[src/rtl/unified_memory_arbiter_if.sv]
// Request/response and memory-port bundle between the core requesters, the
// unified memory arbiter and the single-port memory.
interface unified_memory_arbiter_if #(
   parameter int DEPTH = 256
);
   localparam int AW = $clog2(DEPTH);

   logic          if_req_valid;
   logic [31:0]   if_req_addr;
   logic          if_req_ready;
   logic          if_rsp_valid;
   logic [31:0]   if_rsp_data;
   logic          if_rsp_err;

   logic          d_req_valid;
   logic          d_req_we;
   logic [31:0]   d_req_addr;
   logic [31:0]   d_req_wdata;
   logic [3:0]    d_req_wmask;
   logic          d_req_ready;
   logic          d_rsp_valid;
   logic [31:0]   d_rsp_data;
   logic          d_rsp_err;

   logic [AW-1:0] mem_addr;
   logic [31:0]   mem_rdata;
   logic          mem_we;
   logic [31:0]   mem_wdata;
   logic [3:0]    mem_wmask;

   modport slave (
      input  if_req_valid, if_req_addr,
      output if_req_ready, if_rsp_valid, if_rsp_data, if_rsp_err,
      input  d_req_valid, d_req_we, d_req_addr, d_req_wdata, d_req_wmask,
      output d_req_ready, d_rsp_valid, d_rsp_data, d_rsp_err,
      output mem_addr, mem_we, mem_wdata, mem_wmask,
      input  mem_rdata
   );

   modport master (
      output if_req_valid, if_req_addr,
      input  if_req_ready, if_rsp_valid, if_rsp_data, if_rsp_err,
      output d_req_valid, d_req_we, d_req_addr, d_req_wdata, d_req_wmask,
      input  d_req_ready, d_rsp_valid, d_rsp_data, d_rsp_err,
      input  mem_addr, mem_we, mem_wdata, mem_wmask,
      output mem_rdata
   );
endinterface

[src/rtl/unified_memory_arbiter.sv]
// Single-port unified memory arbiter: data-priority grant with a fetch
// starvation guard, one-cycle registered responses and address fault flags.
module unified_memory_arbiter #(
   parameter int DEPTH        = 256,
   parameter int STARVE_LIMIT = 4
) (
   input logic                    clk,
   input logic                    reset,
   unified_memory_arbiter_if.slave bus
);
   localparam int         AW    = $clog2(DEPTH);
   localparam logic [3:0] LIMIT = 4'(STARVE_LIMIT);

   typedef enum logic {S_IDLE = 1'b0, S_RESP = 1'b1} rsp_state_t;

   function automatic logic f_fault(input logic [31:0] addr);
      f_fault = (addr[1:0] != 2'b00) || ({2'b00, addr[31:2]} >= 32'(DEPTH));
   endfunction

   logic          w_if_fault, w_d_fault, w_if_gnt, w_d_gnt;
   logic [AW-1:0] w_mem_addr;
   logic [31:0]   w_mem_wdata;
   logic [3:0]    w_mem_wmask;
   logic          w_mem_we;
   logic [3:0]    w_starve_nxt;
   rsp_state_t    w_if_state_nxt, w_d_state_nxt;
   logic [31:0]   w_if_data_nxt, w_d_data_nxt;
   logic          w_if_err_nxt, w_d_err_nxt;

   logic [3:0]    r_starve;
   rsp_state_t    r_if_state, r_d_state;
   logic [31:0]   r_if_data, r_d_data;
   logic          r_if_err, r_d_err;

   // Grant selection and memory port drive; reset blocks every grant.
   always_comb begin
      w_if_fault  = f_fault(bus.if_req_addr);
      w_d_fault   = f_fault(bus.d_req_addr);
      w_if_gnt    = 1'b0;
      w_d_gnt     = 1'b0;
      w_mem_addr  = '0;
      w_mem_wdata = 32'h0000_0000;
      w_mem_wmask = 4'b0000;
      w_mem_we    = 1'b0;
      if (reset) begin
         w_if_gnt = 1'b0;
         w_d_gnt  = 1'b0;
      end else begin
         w_if_gnt = bus.if_req_valid && (!bus.d_req_valid || (r_starve == LIMIT));
         w_d_gnt  = bus.d_req_valid && !w_if_gnt;
      end
      if (w_if_gnt) begin
         w_mem_addr = bus.if_req_addr[2 +: AW];
      end else if (w_d_gnt) begin
         w_mem_addr  = bus.d_req_addr[2 +: AW];
         w_mem_wdata = bus.d_req_wdata;
         w_mem_wmask = bus.d_req_wmask;
         w_mem_we    = bus.d_req_we && !w_d_fault;
      end else begin
         w_mem_addr = '0;
      end
   end

   // Starvation counter and response next-state/data.
   always_comb begin
      w_starve_nxt = r_starve;
      if (!bus.if_req_valid || w_if_gnt) begin
         w_starve_nxt = 4'd0;
      end else if (r_starve < LIMIT) begin
         w_starve_nxt = r_starve + 4'd1;
      end else begin
         w_starve_nxt = r_starve;
      end

      w_if_state_nxt = S_IDLE;
      case (r_if_state)
         S_IDLE, S_RESP: w_if_state_nxt = w_if_gnt ? S_RESP : S_IDLE;
         default:        w_if_state_nxt = S_IDLE;
      endcase
      w_d_state_nxt = S_IDLE;
      case (r_d_state)
         S_IDLE, S_RESP: w_d_state_nxt = w_d_gnt ? S_RESP : S_IDLE;
         default:        w_d_state_nxt = S_IDLE;
      endcase

      // Faulted or store responses carry zero data.
      w_if_data_nxt = (w_if_gnt && !w_if_fault) ? bus.mem_rdata : 32'h0000_0000;
      w_if_err_nxt  = w_if_gnt && w_if_fault;
      w_d_data_nxt  = (w_d_gnt && !bus.d_req_we && !w_d_fault) ? bus.mem_rdata : 32'h0000_0000;
      w_d_err_nxt   = w_d_gnt && w_d_fault;
   end

   // State, counter and response registers.
   always_ff @(posedge clk or posedge reset) begin
      if (reset) begin
         r_starve   <= 4'd0;
         r_if_state <= S_IDLE;
         r_d_state  <= S_IDLE;
         r_if_data  <= 32'h0000_0000;
         r_d_data   <= 32'h0000_0000;
         r_if_err   <= 1'b0;
         r_d_err    <= 1'b0;
      end else begin
         r_starve   <= w_starve_nxt;
         r_if_state <= w_if_state_nxt;
         r_d_state  <= w_d_state_nxt;
         r_if_data  <= w_if_data_nxt;
         r_d_data   <= w_d_data_nxt;
         r_if_err   <= w_if_err_nxt;
         r_d_err    <= w_d_err_nxt;
      end
   end

   assign bus.if_req_ready = w_if_gnt;
   assign bus.d_req_ready  = w_d_gnt;
   assign bus.mem_addr     = w_mem_addr;
   assign bus.mem_wdata    = w_mem_wdata;
   assign bus.mem_wmask    = w_mem_wmask;
   assign bus.mem_we       = w_mem_we;
   assign bus.if_rsp_valid = (r_if_state == S_RESP);
   assign bus.if_rsp_data  = r_if_data;
   assign bus.if_rsp_err   = r_if_err;
   assign bus.d_rsp_valid  = (r_d_state == S_RESP);
   assign bus.d_rsp_data   = r_d_data;
   assign bus.d_rsp_err    = r_d_err;
endmodule

[src/flat_wrapper.sv]
// flat-port wrapper written by rule: the top's interface ports become plain ports
module unified_memory_arbiter_flat 
#(
   parameter int DEPTH        = 256,
   parameter int STARVE_LIMIT = 4
)
  (clk, reset, bus_if_req_valid, bus_if_req_addr, bus_if_req_ready, bus_if_rsp_valid, bus_if_rsp_data, bus_if_rsp_err, bus_d_req_valid, bus_d_req_we, bus_d_req_addr, bus_d_req_wdata, bus_d_req_wmask, bus_d_req_ready, bus_d_rsp_valid, bus_d_rsp_data, bus_d_rsp_err, bus_mem_addr, bus_mem_we, bus_mem_wdata, bus_mem_wmask, bus_mem_rdata);
  unified_memory_arbiter_if #(.DEPTH(DEPTH)) bus_i ();
  input logic clk;
  input logic reset;
  input wire logic [$bits(bus_i.if_req_valid)-1:0] bus_if_req_valid;
  input wire logic [$bits(bus_i.if_req_addr)-1:0] bus_if_req_addr;
  output wire logic [$bits(bus_i.if_req_ready)-1:0] bus_if_req_ready;
  output wire logic [$bits(bus_i.if_rsp_valid)-1:0] bus_if_rsp_valid;
  output wire logic [$bits(bus_i.if_rsp_data)-1:0] bus_if_rsp_data;
  output wire logic [$bits(bus_i.if_rsp_err)-1:0] bus_if_rsp_err;
  input wire logic [$bits(bus_i.d_req_valid)-1:0] bus_d_req_valid;
  input wire logic [$bits(bus_i.d_req_we)-1:0] bus_d_req_we;
  input wire logic [$bits(bus_i.d_req_addr)-1:0] bus_d_req_addr;
  input wire logic [$bits(bus_i.d_req_wdata)-1:0] bus_d_req_wdata;
  input wire logic [$bits(bus_i.d_req_wmask)-1:0] bus_d_req_wmask;
  output wire logic [$bits(bus_i.d_req_ready)-1:0] bus_d_req_ready;
  output wire logic [$bits(bus_i.d_rsp_valid)-1:0] bus_d_rsp_valid;
  output wire logic [$bits(bus_i.d_rsp_data)-1:0] bus_d_rsp_data;
  output wire logic [$bits(bus_i.d_rsp_err)-1:0] bus_d_rsp_err;
  output wire logic [$bits(bus_i.mem_addr)-1:0] bus_mem_addr;
  output wire logic [$bits(bus_i.mem_we)-1:0] bus_mem_we;
  output wire logic [$bits(bus_i.mem_wdata)-1:0] bus_mem_wdata;
  output wire logic [$bits(bus_i.mem_wmask)-1:0] bus_mem_wmask;
  input wire logic [$bits(bus_i.mem_rdata)-1:0] bus_mem_rdata;
  assign bus_i.if_req_valid = bus_if_req_valid;
  assign bus_i.if_req_addr = bus_if_req_addr;
  assign bus_if_req_ready = bus_i.if_req_ready;
  assign bus_if_rsp_valid = bus_i.if_rsp_valid;
  assign bus_if_rsp_data = bus_i.if_rsp_data;
  assign bus_if_rsp_err = bus_i.if_rsp_err;
  assign bus_i.d_req_valid = bus_d_req_valid;
  assign bus_i.d_req_we = bus_d_req_we;
  assign bus_i.d_req_addr = bus_d_req_addr;
  assign bus_i.d_req_wdata = bus_d_req_wdata;
  assign bus_i.d_req_wmask = bus_d_req_wmask;
  assign bus_d_req_ready = bus_i.d_req_ready;
  assign bus_d_rsp_valid = bus_i.d_rsp_valid;
  assign bus_d_rsp_data = bus_i.d_rsp_data;
  assign bus_d_rsp_err = bus_i.d_rsp_err;
  assign bus_mem_addr = bus_i.mem_addr;
  assign bus_mem_we = bus_i.mem_we;
  assign bus_mem_wdata = bus_i.mem_wdata;
  assign bus_mem_wmask = bus_i.mem_wmask;
  assign bus_i.mem_rdata = bus_mem_rdata;
  unified_memory_arbiter #(.DEPTH(DEPTH), .STARVE_LIMIT(STARVE_LIMIT)) u_core (.clk(clk), .reset(reset), .bus(bus_i));
endmodule
[config.mk]
export PLATFORM = sky130hd
export DESIGN_NAME = unified_memory_arbiter_flat
export DESIGN_NICKNAME = d
export VERILOG_FILES = /design/src/rtl/unified_memory_arbiter_if.sv /design/src/rtl/unified_memory_arbiter.sv /design/src/flat_wrapper.sv
export SDC_FILE = /design/constraint.sdc
export NUM_CORES = 1
export LEC_CHECK = 0
export CAP_MARGIN = 20
export CORE_MARGIN = 8
export CORE_UTILIZATION = 37
export CTS_BUF_LIST = sky130_fd_sc_hd__clkbuf_4
export DETAILED_ROUTE_END_ITERATION = 8
export HOLD_SLACK_MARGIN = 0.1
export PLACE_DENSITY = 0.84
export SETUP_SLACK_MARGIN = 0.5
export SKIP_CTS_REPAIR_TIMING = 1
export SKIP_LAST_GASP = 1
export SLEW_MARGIN = 20
export SYNTH_ARGS = -nofsm -noshare
export SYNTH_HDL_FRONTEND = slang
export SYNTH_SLANG_ARGS = --single-unit
[constraint.sdc]
create_clock -name clk -period 3.3 [get_ports clk]
set_input_delay 0.66 -clock clk [delete_from_list [all_inputs] [get_ports clk]]
set_output_delay 0.66 -clock clk [all_outputs]
set_load 0.005 [all_outputs]
==> results of run 1 <==
-- worst register-to-register path, cell delays in order, from the launching register on --
cell and delay [ns]:
dfrtp_1 0.41, inv_1 0.07, ha_1 0.16, nand4b_1 0.25, nand2_2 0.18, buf_4 0.48
a21oi_1 0.13
-- power by group --
group | internal (mW) | leakage [nW] | switching [mW] | total (mW)
registers | 0.888 | 1.00 | 0.00324 | 0.891
logic | 0.248 | 2.14 | 0.154 | 0.402
clock network | 0.301 | 0.0794 | 0.299 | 0.600
-- cell families after synthesis --
logic type,count (synthesis),synth area share
AOI/OAI and AO/OA,12,0.02611
and+or+nand+nor,161,0.3856
muxes,1,0.002713
DFF,72,0.4883
adders and majority gates,2,0.006781
xor gates and xnor gates,1,0.002374
buffers and inverters,69,0.08816
-- layout make-up --
cell class	instances	area, µm²
well taps	133	166.4
repair buffers	276	2880
fillers	722	2958
clock inverters	6	85.08
clock buffers	9	67.56
inverters	40	150.1
flip-flops and latches	72	1802
multi-input cells	177	1620
-- sequential cells by signal, indices dropped and copies added (netlist names) --
name	flops
u_core.bus.d_rsp_data	32
u_core.bus.d_rsp_err	1
u_core.bus.d_rsp_valid	1
u_core.bus.if_rsp_data	32
u_core.bus.if_rsp_err	1
u_core.bus.if_rsp_valid	1
u_core.r_starve	4
-- metal layers --
metal  global-route usage  wire [µm]  vias to the layer above  part of all wire
met5                    0          0                        -                 0
met4              0.05704        175                        0             0.013
met3              0.07817       1317                       18             0.094
met2               0.3484       7238                      150              0.52
met1               0.2081       5256                     1686              0.38
li1                     -          -                     1637                 -
-- through the flow --
step	cell area (µm²)	power, mW	std cells	utilization	hold slack, ns
after floorplan	3690	1.025	318	-	0.5242
after global placement	6331	1.282	686	0.6507	0.5439
after detailed placement	6331	1.289	686	0.6507	0.5580
after CTS	6484	1.893	701	0.6664	0.5768
after global routing	6771	1.970	713	0.6960	0.4897
final	6771	1.893	713	0.6960	0.4728
-- cells in the mapped netlist (3+ instances only) --
| cell | instances | area (µm²) |
|---|---|---|
| dfrtp_1 | 72 | 1802 |
| nor4_2 | 65 | 813.3 |
| inv_1 | 38 | 142.6 |
| and3_1 | 36 | 225.2 |
| nand2b_1 | 32 | 200.2 |
| nor4_1 | 11 | 68.82 |
| clkbuf_1 | 9 | 33.78 |
| a22o_1 | 8 | 70.07 |
| buf_2 | 8 | 40.04 |
| buf_6 | 6 | 67.56 |
| nor3_1 | 4 | 20.02 |
| buf_1 | 3 | 11.26 |
| buf_4 | 3 | 22.52 |
| nand2_1 | 3 | 11.26 |
-- worst min path at each step --
| stage | start | slack (ns) | depth (start not counted) | end |
|---|---|---|---|---|
| 2_1_floorplan | u_core.r_starve[3]$_DFFE_PP0P_ | 0.52 | 2 | u_core.r_starve[3]$_DFFE_PP0P_ |
| 3_3_place_gp | u_core.r_starve[3]$_DFFE_PP0P_ | 0.54 | 2 | u_core.r_starve[3]$_DFFE_PP0P_ |
| 3_5_place_dp | u_core.r_starve[3]$_DFFE_PP0P_ | 0.56 | 2 | u_core.r_starve[3]$_DFFE_PP0P_ |
| 4_1_cts | u_core.r_starve[3]$_DFFE_PP0P_ | 0.58 | 2 | u_core.r_starve[3]$_DFFE_PP0P_ |
| 5_1_grt | reset | 0.49 | 3 | u_core.bus.if_rsp_data[9]$_DFF_PP0_ |
| 6_report | reset | 0.47 | 3 | u_core.bus.if_rsp_data[3]$_DFF_PP0_ |
-- cells in the final DEF, fill, tap and decap left out, types with 2 or more instances in the layout --
cell type / count
clkbuf_4: 9
a22o_1: 8
a21oi_1: 2
inv_1: 37
bufinv_16: 2
nand2_2: 3
inv_2: 3
buf_12: 4
nand4_2: 2
dfrtp_1: 72
nor4_1: 10
nor3_1: 4
buf_4: 16
dlymetal6s2s_1: 28
nor4_2: 63
clkdlybuf4s50_1: 223
nand2b_1: 32
nor4_4: 3
clkbuf_16: 3
ha_1: 2
and3_1: 36
==> metrics.cfg, run 1 <==
[global_route]
grt_max_degree = 73
grt-ovfl-total = 0
track_usage = 0.1956
grt_pass1_wl_mm = 20.12
antenna_found_initial = 0
grt_pass1_vias = 3681

[cells_and_area]
drive_gt1_frac = 0.2017
diodes = 0
area_growth_pct = 83.52
fin_nets = 715

[critical_path]
cp_top_family = buffers and inverters
reg2reg_to = u_core.bus.d_rsp_err$_DFF_PP0_
crit_path_end = bus_mem_wdata[27]
cp_max_fo = 9
path_buf_inv = 4
rrSetupSlack_ns = 1.49
worst_path_largest_cell_delay_ns = 0.46
crit_start = u_core.r_starve[1]$_DFFE_PP0P_
crit_slowest_cell = clkdlybuf4s50_1
cp-end-kind = output port
cp_num_cells = 7
crit_type = reg2out
crit_chain = inv_1 -> ha_1 -> nand4b_1 -> buf_4 -> clkbuf_16 -> and3_1 -> clkdlybuf4s50_1
rr_startpoint = u_core.r_starve[1]$_DFFE_PP0P_
r2r_cells = 6
required_ns = 2.64
crit_path_start_kind = flip-flop
cp.arrival_ns = 2.31

[power]
powerDensity_nw_per_um2 = 279.5
peakVddDrop_uv = 184.4
p_leak_nw = 3.225

[sta]
setup_slack_ns = 0.3293
setup_violations = 0
finalHoldViolCount = 0
rsz0062_at_grt = true
tns_ns = 0
max_freq_mhz = 336.6
min_period_ns = 2.971
maxSlewHeadroom = 0.5728
maxSlewViolCount = 0
worst_pin_slew_ns = 0.6386
min_period_over_period = 0.9002
fin_skew_ns = 0.01920

[clocking]
cts_sinks = 72
cts_root_buffer = clkbuf_4
cts_buffers = 9
h-tree-depth = 3
clockBufferDepth = 2
cts.clk_slew.worst_paths_ns = 0.12
tritoncts = yes
clk_latency_ns = 0.39

[drt]
routed_via_density = 4.896
drc = 0
drtIter0Drc = 121
via_count = 3491
routedWlPerCell_um = 19.62
wirelength_mm = 13.99
drtAntennaViolNets = 0
first_pass_iters = 4

[floorplanning]
core_area_um2 = 9729
io_pins = 252
die-area_um2 = 13420
initial_core_util = 0.3792
num_rows = 36
die_h_um = 115.9
fp.dieW_um = 115.9

[yosys]
yosysUniqueCellTypes = 29
async_flop_share = 1.000
syn_area_um2 = 3690
synth_cells = 318
syn_avg_cell_area_um2 = 11.60
synth-edff-count = 0
synth_warnings = 0
synth_nets = 457
synth_flop_cell = dfrtp_1
synth-seq-area-share = 0.4883
ys_seq_elements = 72

[job]
maxCapViolations = 0

[placement]
portBuffers = 251
gp_congestion = 0.8174
dp_slack_ns = 0.1586
hpwl_mm = 10.52

[outcome]
status = completed

[hold_path]
hold_path_class = in2async

(Power assumes the default switching activity.)
==> run 2: changes to the inputs <==
--- a/config.mk
+++ b/config.mk
@@ -10,6 +10,7 @@
 export CORE_UTILIZATION = 37
 export CTS_BUF_LIST = sky130_fd_sc_hd__clkbuf_4
 export DETAILED_ROUTE_END_ITERATION = 8
+export GPL_ROUTABILITY_DRIVEN = 0
 export HOLD_SLACK_MARGIN = 0.1
 export PLACE_DENSITY = 0.84
 export SETUP_SLACK_MARGIN = 0.5
==> results of run 2 <==
No change in the layout: final DEF, timing and power equal those of run 1.
